<file path="config.mk">
export PLATFORM = sky130hd
export DESIGN_NAME = nibble_serial_adder
export DESIGN_NICKNAME = d
export VERILOG_FILES = /design/src/rtl/nibble_serial_adder.sv
export SDC_FILE = /design/constraint.sdc
export NUM_CORES = 1
export LEC_CHECK = 0
export ABC_AREA = 1
export BUFFER_PORTS_ARGS = -buffer_cell sky130_fd_sc_hd__buf_2
export CAP_MARGIN = 40
export CORE_MARGIN = 5
export CORE_UTILIZATION = 25
export CTS_BUF_LIST = sky130_fd_sc_hd__clkbuf_16
export CTS_CLUSTER_SIZE = 14
export DETAILED_ROUTE_END_ITERATION = 16
export GPL_ROUTABILITY_DRIVEN = 0
export PLACE_DENSITY_LB_ADDON = 0.25
export RECOVER_POWER = 25
export SLEW_MARGIN = 10
export SYNTH_ARGS = -nofsm -noshare
export SYNTH_HDL_FRONTEND = slang
export SYNTH_SLANG_ARGS = --single-unit
export TNS_END_PERCENT = 30
</file>
<file path="constraint.sdc">
create_clock -name clk -period 6.3 [get_ports clk]
set_input_delay 1.26 -clock clk [delete_from_list [all_inputs] [get_ports clk]]
set_output_delay 1.26 -clock clk [all_outputs]
set_load 0.02 [all_outputs]
</file>
<file path="src/rtl/nibble_serial_adder.sv">
// Multi-cycle WIDTH-bit adder: one 4-bit ripple stage reused per nibble,
// LSB nibble first, with the carry registered between nibbles.
module four_bits_adder (
  input  logic [3:0] a,
  input  logic [3:0] b,
  input  logic       cin,
  output logic [3:0] sum,
  output logic       cout
);

  logic [4:0] c;

  assign c[0] = cin;

  for (genvar i = 0; i < 4; i++) begin : g_rip
    assign sum[i]   = a[i] ^ b[i] ^ c[i];
    assign c[i+1]   = (a[i] & b[i]) | (c[i] & (a[i] ^ b[i]));
  end

  assign cout = c[4];

endmodule

module nibble_serial_adder #(
  parameter int WIDTH = 16
) (
  input  logic             clk,
  input  logic             rst,
  input  logic             start,
  input  logic [WIDTH-1:0] a,
  input  logic [WIDTH-1:0] b,
  input  logic             cin,
  output logic             busy,
  output logic             done,
  output logic [WIDTH-1:0] sum,
  output logic             cout
);

  localparam int NIB = WIDTH / 4;
  localparam int CW  = (NIB > 1) ? $clog2(NIB) : 1;

  localparam logic [CW-1:0] LAST = CW'(NIB - 1);

  localparam logic IDLE = 1'b0;
  localparam logic RUN  = 1'b1;

  logic             state;
  logic [WIDTH-1:0] a_q;
  logic [WIDTH-1:0] b_q;
  logic             c_q;
  logic [CW-1:0]    cnt;
  logic [WIDTH-1:0] res;
  logic [WIDTH-1:0] nxt_res;
  logic [3:0]       s4;
  logic             co;

  four_bits_adder u_add (
    .a    (a_q[3:0]),
    .b    (b_q[3:0]),
    .cin  (c_q),
    .sum  (s4),
    .cout (co)
  );

  // New nibble enters at the top; after NIB shifts it sits in place.
  if (NIB == 1) begin : g_one
    assign nxt_res = s4;
  end else begin : g_many
    assign nxt_res = {s4, res[WIDTH-1:4]};
  end

  always_ff @(posedge clk or posedge rst) begin
    if (rst) begin
      state <= IDLE;
      a_q   <= '0;
      b_q   <= '0;
      c_q   <= 1'b0;
      cnt   <= '0;
      res   <= '0;
      busy  <= 1'b0;
      done  <= 1'b0;
      sum   <= '0;
      cout  <= 1'b0;
    end else begin
      done <= 1'b0;
      unique case (state)
        IDLE: begin
          if (start) begin
            a_q   <= a;
            b_q   <= b;
            c_q   <= cin;
            cnt   <= '0;
            busy  <= 1'b1;
            state <= RUN;
          end
        end
        RUN: begin
          a_q <= a_q >> 4;
          b_q <= b_q >> 4;
          c_q <= co;
          res <= nxt_res;
          if (cnt == LAST) begin
            sum   <= nxt_res;
            cout  <= co;
            done  <= 1'b1;
            busy  <= 1'b0;
            cnt   <= '0;
            state <= IDLE;
          end else begin
            cnt <= cnt + CW'(1);
          end
        end
        default: state <= IDLE;
      endcase
    end
  end

endmodule

</file>
-- After elaboration in Yosys (flattened, before gate mapping)
Index checks and enable logic that the tools add are counted.
- add/sub/neg operators: 1
- equal/unequal tests: 3
- mux-type cells: 17
- bitwise gates (word level): 21
- reductions and logical operators: 2
- operator list (operator ; count):
    $pmux W16 S2 ; 2
    $mux W16 ; 2
    $and A1 B1 Y1 ; 8
    $xor A1 B1 Y1 ; 8
    $mux W1 ; 7
    $pmux W1 S2 ; 3
    $mux W2 ; 2
    $or A1 B1 Y1 ; 4
    $pmux W2 S2 ; 1
    $reduce_and A2 Y1 ; 2
    $add A2 B1 Y2 const B ; 1
    $eq A2 B2 Y1 const B ; 1
    $ne A2 B1 Y1 const B ; 1
    $ne A2 B2 Y1 const B ; 1
    $not A1 Y1 ; 1
- flip-flop bits (word level): 71
- output and inout port bits: 19
- logic and storage cells: 54

-- Depth between registers and ports, before layout
Gate-level depths: netlist (run 1).
- word-level depth: 10
- depth in mapped cells: 10
- mapped depth without buffers: 10

-- Cells and area by module
Synthesis (run 1) repeated with hierarchy kept, for this count alone.
- cells, all modules: 316
- area, all modules: 2894.0 µm²
- by module, submodules not included (module ; instances ; cells an instance ; area an instance (µm²)):
    nibble_serial_adder ; 1 ; 302 ; 2776.4
    four_bits_adder ; 1 ; 14 ; 117.6

-- Worst setup path after synthesis (run 1)
Ideal clock, no wire load.
- path type: register -> register
- start point: register a_q[0]
- end point: register sum[15]
- library setup time: 0.083 ns
- arrival: 2.001 ns
- setup slack: 4.216 ns
- stages on the path, launching flop included: 9
- buffers on the path: 0
- cells stage by stage: dfrtp_1 > fa_1 > inv_1 > fa_1 > inv_1 > fa_1 > inv_1 > fa_1 > o21ai_0
- cells in the longest elaborated chain, start to end: 8
- elaborated cells on any way between the ends: 9
- classes of those cells: bitwise: 9
- RTL lines (item ; RTL line ; RTL):
    from (decl) ; 48 ; logic [WIDTH-1:0] a_q;
    from (signal assigned) ; 98 ; a_q <= a_q >> 4;
    $xor A1 B1 Y1 ; 17 ; assign c[i+1] = (a[i] & b[i]) | (c[i] & (a[i] ^ b[i]));
    $and A1 B1 Y1 ; 17 ;
    $or A1 B1 Y1 * ; 17 ;
    $and A1 B1 Y1 * ; 17 ;
    $or A1 B1 Y1 * ; 17 ;
    $and A1 B1 Y1 * ; 17 ;
    $or A1 B1 Y1 * ; 17 ;
    $xor A1 B1 Y1 * ; 16 ; assign sum[i] = a[i] ^ b[i] ^ c[i];
    to (signal assigned) ; 103 ; sum <= nxt_res;
    to (decl) ; 35 ; output logic [WIDTH-1:0] sum,
Every way passes the cells marked *; elsewhere a longest branch is shown, timed or not.
A chain may end at the register's enable or synchronous reset.

-- Final worst setup path (run 1)
- start point: register state
- end point: register a_q[5]
- cells in the longest elaborated chain, start to end: 2
- elaborated cells on any way between the ends: 3
- classes of those cells: eq/ne: 1; mux: 1; bitwise: 1
- RTL lines (item ; RTL line ; RTL):
    from (decl) ; 47 ; logic state;
    from (signal assigned) ; 74 ; state <= IDLE;
    from (signal assigned) ; 94 ; state <= RUN;
    from (signal assigned) ; 108 ; state <= IDLE;
    $not A1 Y1 ; n/a ;
    $pmux W16 S2 or $ne A2 B2 Y1 (tied branches) ; n/a ;
Parallel ways exist; a longest one is shown, timed or not.

==> results.yml, run 1 <==
critical_path:
  cp-start-kind: "register"
  r2r-start: "state"
  path_class: "register to register"
  crit_path_frequent_cell: "nand3_1"
  endpoint_kind: "register"
  worst-path-max-fanout: 48
  crit_chain: "clkbuf_1 -> inv_2 -> nand3_1 -> nand3_1"
  cpPeakStageDelay_ns: 1.50
  crit_start: "state"
  crit_family: "buffers and inverters"
  arrival_ns: 3.37
  critPathBufInv: 2
  slowest_stage: "clkbuf_1"
  critPathRequiredTime_ns: 6.50
power:
  p_per_area_nw_per_um2: 479
  power.leakage_nw: 1.78
  power_frac_comb: 0.306
  vdd.ir_drop.worst_mv: 0.185
  swShare: 0.355
  p_switching_uw: 588
  pwr-share-clk: 0.280
  seqPwrFrac: 0.414
  p_int_mw: 1.07
  finalPower_mw: 1.66
flow_run:
  drv_cap: 2
run_status:
  outcome: "finished, violations left"
  violations: "capacitance limit, slew limit"
synth:
  synth-seq-cells: 67
  ys_seq_area_frac: 0.598
  netlist-cell-type-count: 15
  synth_top_area_frac: 0.598
  synthCells: 309
  synth_warnings: 0
  syn_area_per_cell_sq_um: 9.07
  async_reset_ff_frac: 1.00
  synth_common_cells: "nand2_1, dfrtp_1, nand3_1"
  synth_area_leaders: "dfrtp_1, nand2_1, nand3_1"
  synth_ff_type: "dfrtp_1"
  synth-edff-count: 0
  syn-num-nets: 350
  synth.most_common_cell: "nand2_1"
  synth_top_cell_by_area: "dfrtp_1"
  syn_area_sq_um: 2800
place:
  port_buffers: 54
  dp_cells: 488
  dp_hpwl_mm: 4.10
floorplan:
  ioPinCount: 55
  die_x_um: 116
  die_y_um: 116
  rows: 38
  dieArea_sq_um: 13400
  core_sq_um: 10900
  initial_utilization: 0.256
timing:
  finalSetupTns_ns: 0
  finalCritPeriodShare: 0.504
  setup_viol: 0
  fmax_ghz: 0.315
  slew_violations: 83
  skew_ns: 0.00536
  worst_pin_slew_ns: 2.09
  hold_viol_final: 0
  period_minus_slack_ns: 3.17
  slew_headroom: -0.394
  rsz0062_at_grt: "no"
  hold_slack_ns: 0.469
final_layout:
  nNetsFinal: 400
  diodes: 0
  syn2layout_area_growth_pct: 23.2
  fin_cells: 503
  finish.utilization: 0.316
  drive_gt1_frac: 0.187
routing:
  ant_nets: 0
  drc: 0
  via_per_inst: 4.26
  wl_per_cell_um: 12.3
  wirelength_mm: 6.19
  drt-pass1-iter-count: 4
  first_iter_violations: 121
  num_vias: 2144
clocking:
  clock_latency_ns: 0.32
  post_cts_buffers: 0
  cts_made_buffers: 9
  tritoncts: "built"
  path_clk_slew_ns: 0.05
  clk_path_buf_depth: 2
  cts_hold_buffers: 0
  cts_resized: 0
  clockRootBuffer: "clkbuf_16"
  cts.sinks: 67
  cts_max_level: 3
grt:
  grt_pass1_vias: 2181
  overflow: 0
  grt_pass1_wl_mm: 10.7
  grt_max_degree: 49
  grt.total_usage: 0.102
  antenna_found_initial: 0
hold_path:
  hold_path.startpoint: "a_q[15]"
  hold_path.class: "register to register"
cell type report:
class	count	area, sq um
multi-input combinational	201	942
fill	1186	7480
timing repair buffer	58	302
inverter	22	82.6
tap	140	175
clock inverter	6	50.0
clock buffer	9	225
sequential	67	1680
worst register-to-register path: cells and delay by family (launching register included):
family,cells,cell delay (ns)
buffers and inverters,2,2.31
DFF,1,0.33
and+or+nand+nor,2,0.41
cell families after synthesis:
family / after synthesis / share of synthesized area
compound gates: 27 / 0.0482
fa+ha+maj: 5 / 0.0330
buf+inv: 41 / 0.0660
flops: 67 / 0.598
simple gates: 169 / 0.255
layout by cell type (no fill, tap or decap), drive strengths merged, types with 2 or more instances in the layout:
cell    instances
buf            55
dfrtp          67
fa              4
clkinv          3
nand3          58
nor2            2
o21ai          26
nand2         109
clkbuf         12
inv            24
power by group through the flow:
stage	logic [mW]	registers [mW]	clock network, mW
floorplan	0.321	0.739	0
global placement	0.502	0.691	0
detailed placement	0.536	0.693	0
CTS	0.538	0.687	0.482
global route	0.588	0.708	0.498
finish	0.507	0.685	0.464
flip-flops by register name, summed over array words and instances (netlist names):
| name | flops |
|---|---|
| cnt | 2 |
| cout | 1 |
| state | 1 |
| a_q | 16 |
| sum | 16 |
| done | 1 |
| c_q | 1 |
| busy | 1 |
| res | 12 |
| b_q | 16 |
metal layers:
layer  up-vias  routed length, um  track usage
met1       993               3030        0.141
met5         -                  0            0
met2        55               2680        0.145
met4         0                 97       0.0441
li1       1089                  -            -
met3         7                389       0.0366
worst paths after layout:
path                       cells after the start       to  slack, ns
setup reg to reg                               4   a_q[5]       3.13
hold reg to reg                                2  a_q[15]       0.47
min in group asynchronous                      3   res[4]       1.62
setup / recovery                               4   a_q[5]       3.13
hold / removal                                 2  a_q[15]       0.47
max in group asynchronous                      3   b_q[5]       3.58
through the flow:
step / setup slack, ns / area, sq um
4_1_cts: 4.01 / 3480
5_1_grt: 2.82 / 3450
3_5_place_dp: 3.69 / 3210
2_1_floorplan: 3.36 / 2800
6_report: 3.13 / 3450
3_3_place_gp: 3.76 / 3160
(Power assumes the default switching activity.)
==> run 2, diff against run 1 <==
==> constraint.sdc (replaced) <==
create_clock -name clk -period 3 [get_ports clk]
set_input_delay 0.6 -clock clk [delete_from_list [all_inputs] [get_ports clk]]
set_output_delay 0.6 -clock clk [all_outputs]
set_load 0.02 [all_outputs]
==> results.yml, run 2 (synthesis gave the netlist of run 1 again) <==
timing:
  finalSetupTns_ns: 0
  slew_headroom: 0.158
  finalCritPeriodShare: 0.733
  slew_violations: 0
  fmax_ghz: 0.455
  worst_pin_slew_ns: 1.26
  skew_ns: 0.00648
  period_minus_slack_ns: 2.20
  setup_viol: 0
  hold_viol_final: 0
  rsz0062_at_grt: "no"
grt:
  grt.total_usage: 0.104
  overflow: 0
  grt_pass1_vias: 2159
  grt_pass1_wl_mm: 10.9
  antenna_found_initial: 0
  grt_max_degree: 40
critical_path:
  crit_start: "a_q[0]"
  crit_path_frequent_cell: "fa_1"
  critPathRequiredTime_ns: 3.23
  r2r_cells: 8
  r2r-start: "a_q[0]"
  path_class: "register to register"
  r2r_slack_ns: 0.80
  crit_chain: "fa_1 -> inv_1 -> fa_1 -> inv_1 -> fa_1 -> inv_1 -> fa_1 -> o21ai_0"
  worst-path-max-fanout: 2
  slowest_stage: "fa_1"
  cp-start-kind: "register"
  arrival_ns: 2.43
  cpPeakStageDelay_ns: 0.43
  endpoint_kind: "register"
routing:
  drt-pass1-iter-count: 4
  first_iter_violations: 162
  wl_met2_mm: 2.66
  ant_nets: 0
  wirelength_mm: 6.46
  wl_met1_mm: 3.18
  drc: 0
  num_vias: 2168
  top_layer: "met4"
  wl_per_cell_um: 12.8
  via_per_inst: 4.29
  wl_met3_um: 536
power:
  finalPower_mw: 3.44
  p_per_area_nw_per_um2: 999
  vdd.ir_drop.worst_mv: 0.402
  power.leakage_nw: 1.77
floorplan:
  die_x_um: 116
  initial_utilization: 0.256
  ioPinCount: 55
  core_sq_um: 10900
  die_y_um: 116
  rows: 38
  dieArea_sq_um: 13400
final_layout:
  drive_gt1_frac: 0.203
  fill_cells: 1181
  nNetsFinal: 401
  fin_area_sq_um: 3440
  diodes: 0
  final_common_cell: "nand2_1"
  most-common-layout-cells: "nand2_1, dfrtp_1, nand3_1"
  reg_top3: "a_q (16), b_q (16), sum (16)"
  fin_cells: 505
  syn2layout_area_growth_pct: 22.8
  finish.utilization: 0.315
hold_path:
  hold-path-cell-count: 2
  hold_path.class: "register to register"
  hold_path.startpoint: "a_q[15]"
clocking:
  cts_made_buffers: 9
  clockRootBuffer: "clkbuf_16"
  post_cts_buffers: 0
  cts_resized: 0
  clock_latency_ns: 0.32
  clk_path_buf_depth: 2
  path_clk_slew_ns: 0.06
  tritoncts: "built"
  cts.sinks: 67
  cts_max_level: 3
  cts_hold_buffers: 0
place:
  dp_cells: 489
  dp_hpwl_mm: 4.26
  placed_cell_area_sq_um: 3200
  port_buffers: 54
run_status:
  outcome: "completed"
flow_run:
  drv_cap: 0
[run 2: cell count changes in the layout (fill, tap and decap cells not counted)]
cell,delta
clkbuf_1,-3
clkinvlp_4,+2
buf_12,-1
clkbuf_2,+1
inv_1,-1
buf_4,+4
bufinv_16,-1
clkinv_2,+1
[run 2: layer usage]
metal / up-vias / GRT usage
met1: 999 / 0.150
met4: 0 / 0.0348
met3: 8 / 0.0371
li1: 1089 / -
met5: - / 0
met2: 72 / 0.144
[run 2: stage by stage]
step | setup slack [ns] | hold slack [ns]
final | 0.802 | 0.472
after CTS | 0.781 | 0.416
after global placement | 0.851 | 0.454
after global routing | 0.462 | 0.497
after floorplan | 0.717 | 0.442
after detailed placement | 0.794 | 0.458
[run 2: worst paths after layout]
path,endpoint
min reg2reg,a_q[15]
max reg2reg,sum[15]
max,sum[15]
max in group asynchronous,a_q[0]
min,a_q[15]
min in group asynchronous,sum[1]
[run 2: cell type report]
class                           count  area (sq um)  area share
Tap cell                          140           175      0.0509
Sequential cell                    67          1680       0.487
Clock inverter                      7          36.3      0.0105
Clock buffer                        9           225      0.0654
Inverter                           22          82.6      0.0240
Multi-Input combinational cell    201           942       0.274
Timing Repair Buffer               59           305      0.0887
[run 2: power by group]
part | leakage, nW | total (mW) | internal [mW] | switching [mW]
logic | 0.769 | 1.06 | 0.372 | 0.685
registers | 0.874 | 1.46 | 1.25 | 0.207
clock network | 0.127 | 0.923 | 0.547 | 0.376
[run 2: critical path: cells and delay by family (launching register included)]
family | cells | cell delay (ns)
AO/OA/AOI/OAI | 1 | 0.18
adder cells (fa/ha/maj) | 4 | 1.35
buffers and inverters | 3 | 0.20
flip-flops | 1 | 0.40
